## src/rtl/rx_delay_line_pkg.sv

```systemverilog
// Shared types, default constants and the delay clamp for rx_delay_line.
package rx_delay_line_pkg;

    localparam int DEF_WIDTH     = 1;
    localparam int DEF_LANES     = 4;
    localparam int DEF_MAX_DEPTH = 8;
    localparam int DEF_DW        = 4;

    typedef enum logic {
        RUN   = 1'b0,
        FLUSH = 1'b1
    } state_t;

    // 0 means "as short as possible" (1 clock); anything past the pipe length saturates.
    function automatic int unsigned clamp_delay(input int unsigned raw,
                                                input int unsigned max_depth);
        int unsigned d;
        d = raw;
        if (raw == 0) begin
            d = 1;
        end else if (raw > max_depth) begin
            d = max_depth;
        end
        return d;
    endfunction

endpackage

```

## src/rtl/rx_delay_line_lane.sv

```systemverilog
// One lane of rx_delay_line: the first MAX_DEPTH-1 delay stages plus the tap mux.
// The top's output register is the final stage, so tap index delay-2 gives exact latency.
module rx_delay_lane
    import rx_delay_line_pkg::*;
#(
    parameter int WIDTH     = DEF_WIDTH,
    parameter int MAX_DEPTH = DEF_MAX_DEPTH,
    parameter int DW        = DEF_DW
) (
    input  logic             clk_8f,
    input  logic             reset,
    input  logic             clear,
    input  logic [DW-1:0]    delay,
    input  logic [WIDTH-1:0] data_in,
    input  logic             valid_in,
    output logic [WIDTH-1:0] tap_data,
    output logic             tap_valid
);

    localparam int STAGES = MAX_DEPTH - 1;

    logic [WIDTH-1:0]  sr_data [STAGES];
    logic [STAGES-1:0] sr_valid;

    // NOTE: these stages are reset and cleared on purpose, since stale payload must never
    // reach data_out; that keeps them out of RAM inference, which is fine at this depth.
    always_ff @(posedge clk_8f) begin
        if (!reset || clear) begin
            sr_valid <= '0;
            for (int i = 0; i < STAGES; i++) begin
                sr_data[i] <= '0;
            end
        end else begin
            // NOTE: non-blocking assignments let every stage sample its neighbour's old value.
            sr_valid[0] <= valid_in;
            sr_data[0]  <= valid_in ? data_in : '0;
            for (int i = 1; i < STAGES; i++) begin
                sr_valid[i] <= sr_valid[i-1];
                sr_data[i]  <= sr_data[i-1];
            end
        end
    end

    always_comb begin
        // NOTE: defaults first, so no path through this block can infer a latch.
        tap_valid = valid_in;
        tap_data  = data_in;
        for (int i = 0; i < STAGES; i++) begin
            if (delay == DW'(i + 2)) begin
                tap_valid = sr_valid[i];
                tap_data  = sr_data[i];
            end
        end
    end

endmodule

```

## src/rtl/rx_delay_line.sv

```systemverilog
// Multi-lane programmable delay line with a RUN/FLUSH refill controller.
// Optional `aligned` output is built when RX_DELAY_ALIGN_FLAG_EN is defined.
module rx_delay_line
    import rx_delay_line_pkg::*;
#(
    parameter int WIDTH     = DEF_WIDTH,
    parameter int LANES     = DEF_LANES,
    parameter int MAX_DEPTH = DEF_MAX_DEPTH,
    parameter int DW        = DEF_DW
) (
    input  logic                   clk_8f,
    input  logic                   reset,
    input  logic [LANES*WIDTH-1:0] data_in,
    input  logic [LANES-1:0]       valid_in,
    input  logic [LANES*DW-1:0]    delay_cfg,
    input  logic                   cfg_load,
    output logic [LANES*WIDTH-1:0] data_out,
    output logic [LANES-1:0]       valid_out,
    output logic                   busy
`ifdef RX_DELAY_ALIGN_FLAG_EN
    ,
    output logic                   aligned
`endif
);

    state_t                 state, state_next;
    logic [DW-1:0]          cnt, cnt_next, max_d;
    logic [DW-1:0]          delay_q   [LANES];
    logic [DW-1:0]          delay_new [LANES];
    logic [LANES-1:0]       tap_valid, valid_next;
    logic [LANES*WIDTH-1:0] tap_data, data_next;

    always_comb begin
        max_d = '0;
        for (int n = 0; n < LANES; n++) begin
            delay_new[n] = DW'(clamp_delay(32'(delay_cfg[n*DW +: DW]), MAX_DEPTH));
            if (delay_new[n] > max_d) begin
                max_d = delay_new[n];
            end
        end
    end

    // A load (in either state) restarts the refill window from the longest new delay.
    always_comb begin
        state_next = state;
        cnt_next   = cnt;
        if (cfg_load) begin
            state_next = FLUSH;
            cnt_next   = max_d;
        end else if (state == FLUSH) begin
            cnt_next = cnt - DW'(1);
            if (cnt_next == '0) begin
                state_next = RUN;
            end
        end
    end

    always_ff @(posedge clk_8f) begin
        if (!reset) begin
            state <= RUN;
            cnt   <= '0;
            for (int n = 0; n < LANES; n++) begin
                delay_q[n] <= DW'(MAX_DEPTH);
            end
        end else begin
            state <= state_next;
            cnt   <= cnt_next;
            if (cfg_load) begin
                for (int n = 0; n < LANES; n++) begin
                    delay_q[n] <= delay_new[n];
                end
            end
        end
    end

    assign busy = (state == FLUSH);

    for (genvar n = 0; n < LANES; n++) begin : g_lane
        rx_delay_lane #(
            .WIDTH     (WIDTH),
            .MAX_DEPTH (MAX_DEPTH),
            .DW        (DW)
        ) u_lane (
            .clk_8f    (clk_8f),
            .reset     (reset),
            .clear     (cfg_load),
            .delay     (delay_q[n]),
            .data_in   (data_in[n*WIDTH +: WIDTH]),
            .valid_in  (valid_in[n]),
            .tap_data  (tap_data[n*WIDTH +: WIDTH]),
            .tap_valid (tap_valid[n])
        );
    end

    always_comb begin
        valid_next = '0;
        data_next  = '0;
        for (int n = 0; n < LANES; n++) begin
            valid_next[n] = tap_valid[n] && !cfg_load;
            if (valid_next[n]) begin
                data_next[n*WIDTH +: WIDTH] = tap_data[n*WIDTH +: WIDTH];
            end
        end
    end

    always_ff @(posedge clk_8f) begin
        if (!reset) begin
            valid_out <= '0;
            data_out  <= '0;
        end else begin
            valid_out <= valid_next;
            data_out  <= data_next;
        end
    end

`ifdef RX_DELAY_ALIGN_FLAG_EN
    // Built from next-state values so the flag lines up with the outputs it describes.
    always_ff @(posedge clk_8f) begin
        if (!reset) begin
            aligned <= 1'b0;
        end else begin
            aligned <= (&valid_next) && (state_next == RUN);
        end
    end
`endif

endmodule

```

## config.mk

```make
export PLATFORM = sky130hd
export DESIGN_NAME = rx_delay_line
export DESIGN_NICKNAME = d
export VERILOG_FILES = /design/src/rtl/rx_delay_line_pkg.sv /design/src/rtl/rx_delay_line_lane.sv /design/src/rtl/rx_delay_line.sv
export SDC_FILE = /design/constraint.sdc
export NUM_CORES = 1
export LEC_CHECK = 0
export ABC_AREA = 1
export CORE_ASPECT_RATIO = 0.75
export CORE_MARGIN = 8
export CORE_UTILIZATION = 30
export DETAILED_ROUTE_END_ITERATION = 16
export GPL_TIMING_DRIVEN = 0
export PLACE_DENSITY = 0.47
export SYNTH_ARGS = -nofsm -noshare
export SYNTH_HDL_FRONTEND = slang
export SYNTH_HIERARCHICAL = 1
export SYNTH_SLANG_ARGS = --single-unit
```

## constraint.sdc

```tcl
create_clock -name clk_8f -period 6.04 [get_ports clk_8f]
set_input_delay 1.208 -clock clk_8f [delete_from_list [all_inputs] [get_ports clk_8f]]
set_output_delay 1.208 -clock clk_8f [all_outputs]
set_load 0.05 [all_outputs]
```

---- Word-level counts from Yosys, hierarchy flattened ----
Memories as Yosys holds them, arrays and structs flattened.
Cells that the tools add are included.
storage, ports and cells
  memories ................................ 5
  memory bits (read-only) ................. 0
  flip-flop bits (word level) ............. 41
  RAM bits ................................ 44
  output and inout port bits .............. 9
  latch bits .............................. 0
  bits of input ports ..................... 27
cells by class
  reductions and logical operators ........ 17
  shift-type cells ........................ 0
  add/sub/neg operators ................... 1
  equal/unequal tests ..................... 28
  $mul .................................... 0
  order comparisons ....................... 8
  div/mod/pow operators ................... 0
  muxes and demuxes ....................... 116
  bitwise gates (word level) .............. 32
memories
  memory                    words  width  read ports  clocked after memory_dff  wr ports  line                      text
  delay_q                   4      4      4           0                         4         rx_delay_line.sv:28       logic [DW-1:0] delay_q [LANES];
  g_lane[0].u_lane.sr_data  7      1      7           0                         7         rx_delay_line_lane.sv:22  logic [WIDTH-1:0] sr_data [STAGES];
  g_lane[1].u_lane.sr_data  7      1      7           0                         7         rx_delay_line_lane.sv:22
  g_lane[2].u_lane.sr_data  7      1      7           0                         7         rx_delay_line_lane.sv:22
  g_lane[3].u_lane.sr_data  7      1      7           0                         7         rx_delay_line_lane.sv:22
operators with widths
  kind                   number
  $mux W1                98
  $mux W4                18
  $eq A4 B3 Y1 const B   16
  $eq A4 B2 Y1 const B   8
  $or A1 B1 Y1           32
  $logic_not A4 Y1       5
  $eq A4 B4 Y1 const B   4
  $gt A4 B4 Y1 const B   4
  $gt A4 B4 Y1           3
  $reduce_and A2 Y1      4
  $gt A4 B1 Y1 const B   1
  $logic_and A1 B1 Y1    4
  $sub A4 B1 Y4 const B  1
  $logic_not A1 Y1       2
  $reduce_bool A2 Y1     1
  $logic_or A1 B1 Y1     1

---- Logic depth before layout (Yosys ltp) ----
  depth after elaboration ................. 12
  depth in mapped cells ................... 31
  depth with buffers taken out ............ 31

---- Cells and area by module ----
The synthesis kept the hierarchy.
modules (own cells, without submodules)
  module         area each (µm²)  times used  cells each
  rx_delay_lane  668.1            4           104
  rx_delay_line  1,711.6          1           205

---- Worst setup path before layout ----
No wires, ideal clock.
  path kind ............................... input -> register
  from .................................... in delay_cfg[1]
  to ...................................... reg cnt[0]
  path slack .............................. 1.884 ns
  arrival time ............................ 4.035 ns
  stages on the path ...................... 29
  path buffers ............................ 0
  required time ........................... 5.918 ns
  setup time .............................. 0.122 ns
  path through ............................ inv_1 > nand2_1 > o21ai_0 > nand2_1 > ha_1 > nand2_1 > nand2_1 > nand2_1 > nand2_2 > nand2_4 > nand2_2 > nand2_1 > ha_1 > inv_1 > nor2_1 > o21ai_1 > nand2_2 > nand2_4 > inv_2 > nand2_1 > and2_1 > ha_1 > nand2_1 > o21ai_1 > nand2_1 > o21ai_0 > inv_1 > nand2_2 > a21oi_2
on the way
  word-level cells in the longest chain between the ends .. 12
  elaborated cells on any way between the ends .. 13
  those cells by class .................... 5 x order compare; 7 x mux; 1 x reduce/logical
ends and longest elaborated chain
  element               line                     text
  start, declared       rx_delay_line.sv:15      input logic [LANES*DW-1:0] delay_cfg,
  $gt A4 B4 Y1          rx_delay_line_pkg.sv:21  end else if (raw > max_depth) begin
  $mux W4               rx_delay_line_pkg.sv:21
  $mux W4 (*)           rx_delay_line_pkg.sv:19  if (raw == 0) begin
  $gt A4 B1 Y1          rx_delay_line.sv:37      if (delay_new[n] > max_d) begin
  $mux W4 (*)           rx_delay_line.sv:37
  $gt A4 B4 Y1          rx_delay_line.sv:37
  $mux W4 (*)           rx_delay_line.sv:37
  $gt A4 B4 Y1          rx_delay_line.sv:37
  $mux W4 (*)           rx_delay_line.sv:37
  $gt A4 B4 Y1          rx_delay_line.sv:37
  $mux W4 (*)           rx_delay_line.sv:37
  $mux W4 (*)           rx_delay_line.sv:47      if (cfg_load) begin
  end signal, assigned  rx_delay_line.sv:67      cnt <= cnt_next;
  end, declared         rx_delay_line.sv:27      logic [DW-1:0] cnt, cnt_next, max_d;
Mark *: on every way between the ends. The rest lies on a longest branch, timed or not.
A chain may end at the register's enable or synchronous reset.

---- Final worst setup path ----
  from .................................... in delay_cfg[1]
  to ...................................... reg cnt[2]
Same word-level chain as after synthesis.

==> impl_metrics.json <==
{
  "top_layer": "met4",
  "rsz0062_at_grt": "false",
  "cpMaxStageDelayCell": "clkdlybuf4s50_1",
  "start_util_pct": 30.53,
  "stdcell_count": 872,
  "hold_viol_final": 0,
  "worstMarginPinSlew_ns": 1.041,
  "grt_max_degree": 25,
  "grt_pass1_vias": 3531,
  "synthCells": 621,
  "powerDensity_mw_per_mm2": 270.1,
  "ant_nets": 0,
  "drt_iter0_markers": 159,
  "finalWirelength_um": 8713,
  "layout_worst_path_cycle_share_pct": 77.87,
  "dr_wl_met2_um": 3823,
  "finalPower_mw": 1.424,
  "gp_congestion": 0.7794,
  "cts_buffer_depth": 2,
  "r2r_slack_ns": 4.32,
  "dp.cells": 856,
  "arrival_ns": 4.93,
  "synth_async_sr_flop_share_pct": 0,
  "synth_edf_count": 16,
  "cts-htree-levels": 3,
  "grt_first_pass_wirelength_um": 15510,
  "reg2reg_to": "data_out[0]$_SDFF_PN0_",
  "syn-cell-area_mm2": 0.004384,
  "fin_worst_skew_ns": 0.003229,
  "tns_ns": 0,
  "slew_violations": 0,
  "crit_top_cell": "nand2_1",
  "die-area_mm2": 0.01878,
  "viasPerCell": 4.079,
  "ys_ff_latch": 85,
  "first_pass_iters": 4,
  "grt-ovfl-total": 0,
  "io_pins": 36,
  "synthMuxAreaShare_pct": 0,
  "ff2ff_path_depth": 9,
  "cts_num_sinks": 85,
  "cp_max_fo": 8,
  "cts_resized": 0,
  "cts_tree": "yes",
  "min_to": "g_lane[3].u_lane/sr_data[0][6]$_SDFF_PP0_",
  "postCtsSetupBuffers": 0,
  "yosys.area_share.simple_pct": 30.14,
  "cts_root_buf": "clkbuf_16",
  "whs_ns": 0.4242,
  "hp-start": "g_lane[3].u_lane/sr_data[0][5]$_SDFF_PP0_",
  "placementRows": 38,
  "synth-adder-area-share_pct": 3.995,
  "numCtsBuffers": 9,
  "cpPeakStageDelay_ns": 0.44,
  "synth_nets": 662,
  "final_core_util_pct": 36.73,
  "status": "complete, no violations",
  "drc_errors": 0,
  "ys_warn_count": 6,
  "drv_cap": 0,
  "nets": 708,
  "fp.dieH_um": 120.7,
  "synth_compound_area_share_pct": 8.704,
  "hold_depth": 2,
  "area_growth_pct": 20.29,
  "wl_met3_um": 243,
  "vdd.ir_drop.worst_mv": 0.1349,
  "syn_area_per_cell_um2": 7.060,
  "synth_top_family_by_area": "simple AND/OR/NAND/NOR gates",
  "io_buffers": 35,
  "die_w_um": 155.6,
  "grt_use_total_pct": 10.04,
  "synth_xor_area_share_pct": 0.3995,
  "antenna_found_initial": 0,
  "detailroute.via_count": 3557,
  "synthFlopType": "dfxtp_1",
  "startpoint_type": "input port",
  "worstPathRequired_ns": 6.26,
  "wl_met1_um": 4513,
  "max_freq_ghz": 0.2126,
  "worstHoldPathType": "reg -> reg",
  "core_mm2": 0.01436,
  "max_slew_margin_pct": 30.43,
  "critPathKind": "in -> reg",
  "finalCriticalPeriod_ns": 4.704,
  "crit_path_end_kind": "register",
  "wl_per_cell_um": 9.992,
  "ys_types": 30,
  "clkLatencyLatePin_ns": 0.33,
  "power.leakage_nw": 2.327,
  "clk_pin_slew_ns": 0.06,
  "hpwl_um": 6813,
  "reg2reg_from": "delay_q[0][0]$_SDFFCE_PN0P_",
  "diodes": 0,
  "finalSetupViolCount": 0,
  "synth-seq-area-share_pct": 42.47,
  "drive_gt1_share_pct": 14.43,
  "ctsHoldBuffers": 0
}
-- synthesized netlist by cell type, drive strengths merged (2+ instances only) --
library cell    n  area [µm²]
clkinv          5       18.77
dfxtp          69        1381
and2            3       18.77
inv           155       581.8
edfxtp         16       480.5
nor3            5       30.03
a21oi          29       175.2
o21bai          2       15.01
nor3b           4       30.03
clkbuf          7       26.28
nand2         134       558.0
nand3          38       240.2
o21ai          35       175.2
ha             14       175.2
nor2           99       431.7
-- through the flow --
step                      area (µm²)  worst slack (ns)
final                           5274             1.336
after global routing            5274            0.9164
after CTS                       5274             1.336
after detailed placement        4985            0.9926
after global placement          4985             1.156
after floorplan                 4384             1.884
-- sequential cells by signal (all words and copies together), names as in the netlist --
signal                  count
busy                        1
cnt                         4
data_out                    4
delay_q                    16
g_lane.u_lane/sr_data      28
g_lane.u_lane/sr_valid     28
valid_out                   4
-- layer usage --
metal / up-vias / global-route usage, %
li1: 1950 / -
met1: 1567 / 12.56
met2: 30 / 16.39
met3: 10 / 2.709
met4: 0 / 3.628
met5: - / 0
-- area by class of cell --
cell class	instances	area (µm²)
plain buffers	7	26.28
clock buffers	13	271.5
clock inverters	3	17.52
fillers	1530	9085
inverters	160	600.6
multi-input cells	369	1896
flip-flops and latches	85	1862
well taps	200	250.2
repair buffers	35	350.3
-- worst max-delay path by stage --
stage | startpoint | endpoint | slack [ns]
2_1_floorplan | delay_cfg[1] | cnt[0]$_SDFFE_PN0P_ | 1.88
3_3_place_gp | delay_cfg[1] | cnt[2]$_SDFFE_PN0P_ | 1.16
3_5_place_dp | delay_cfg[1] | cnt[2]$_SDFFE_PN0P_ | 0.99
4_1_cts | delay_cfg[1] | cnt[2]$_SDFFE_PN0P_ | 1.34
5_1_grt | delay_cfg[1] | cnt[2]$_SDFFE_PN0P_ | 0.92
6_report | delay_cfg[1] | cnt[2]$_SDFFE_PN0P_ | 1.34
-- cells in the final DEF (no fill, tap or decap), types with 12 or more instances in the layout --
master | synthesis | layout
a21oi_1 | 21 | 21
clkdlybuf4s50_1 | 0 | 35
dfxtp_1 | 69 | 69
edfxtp_1 | 16 | 16
ha_1 | 14 | 14
inv_1 | 125 | 125
inv_2 | 30 | 30
nand2_1 | 116 | 116
nand2_2 | 16 | 16
nand3_1 | 28 | 28
nor2_1 | 83 | 83
nor2_2 | 12 | 12
o21ai_0 | 21 | 21
o21ai_1 | 14 | 14
-- logic make-up after synthesis --
| kind of cell | count (synthesis) |
|---|---|
| AND/OR/NAND/NOR | 285 |
| buffers and inverters | 167 |
| flip-flops | 85 |
| AO/OA/AOI/OAI | 68 |
| adder cells (fa/ha/maj) | 14 |
| XOR/XNOR | 2 |
-- critical path: cells and delay by family --
kind,cells,cell delay [ns]
AOI/OAI and AO/OA,5,0.58
adders and majority gates,3,0.93
and+or+nand+nor,16,1.48
buffers and inverters,5,0.72
-- where the power goes --
part	internal (mW)	leakage, nW	switching (mW)
logic	0.104	1.46	0.174
clock network	0.314	0.141	0.218
registers	0.598	0.726	0.0158
total	1.02	2.33	0.408
Power figures use the tool's default switching activity.
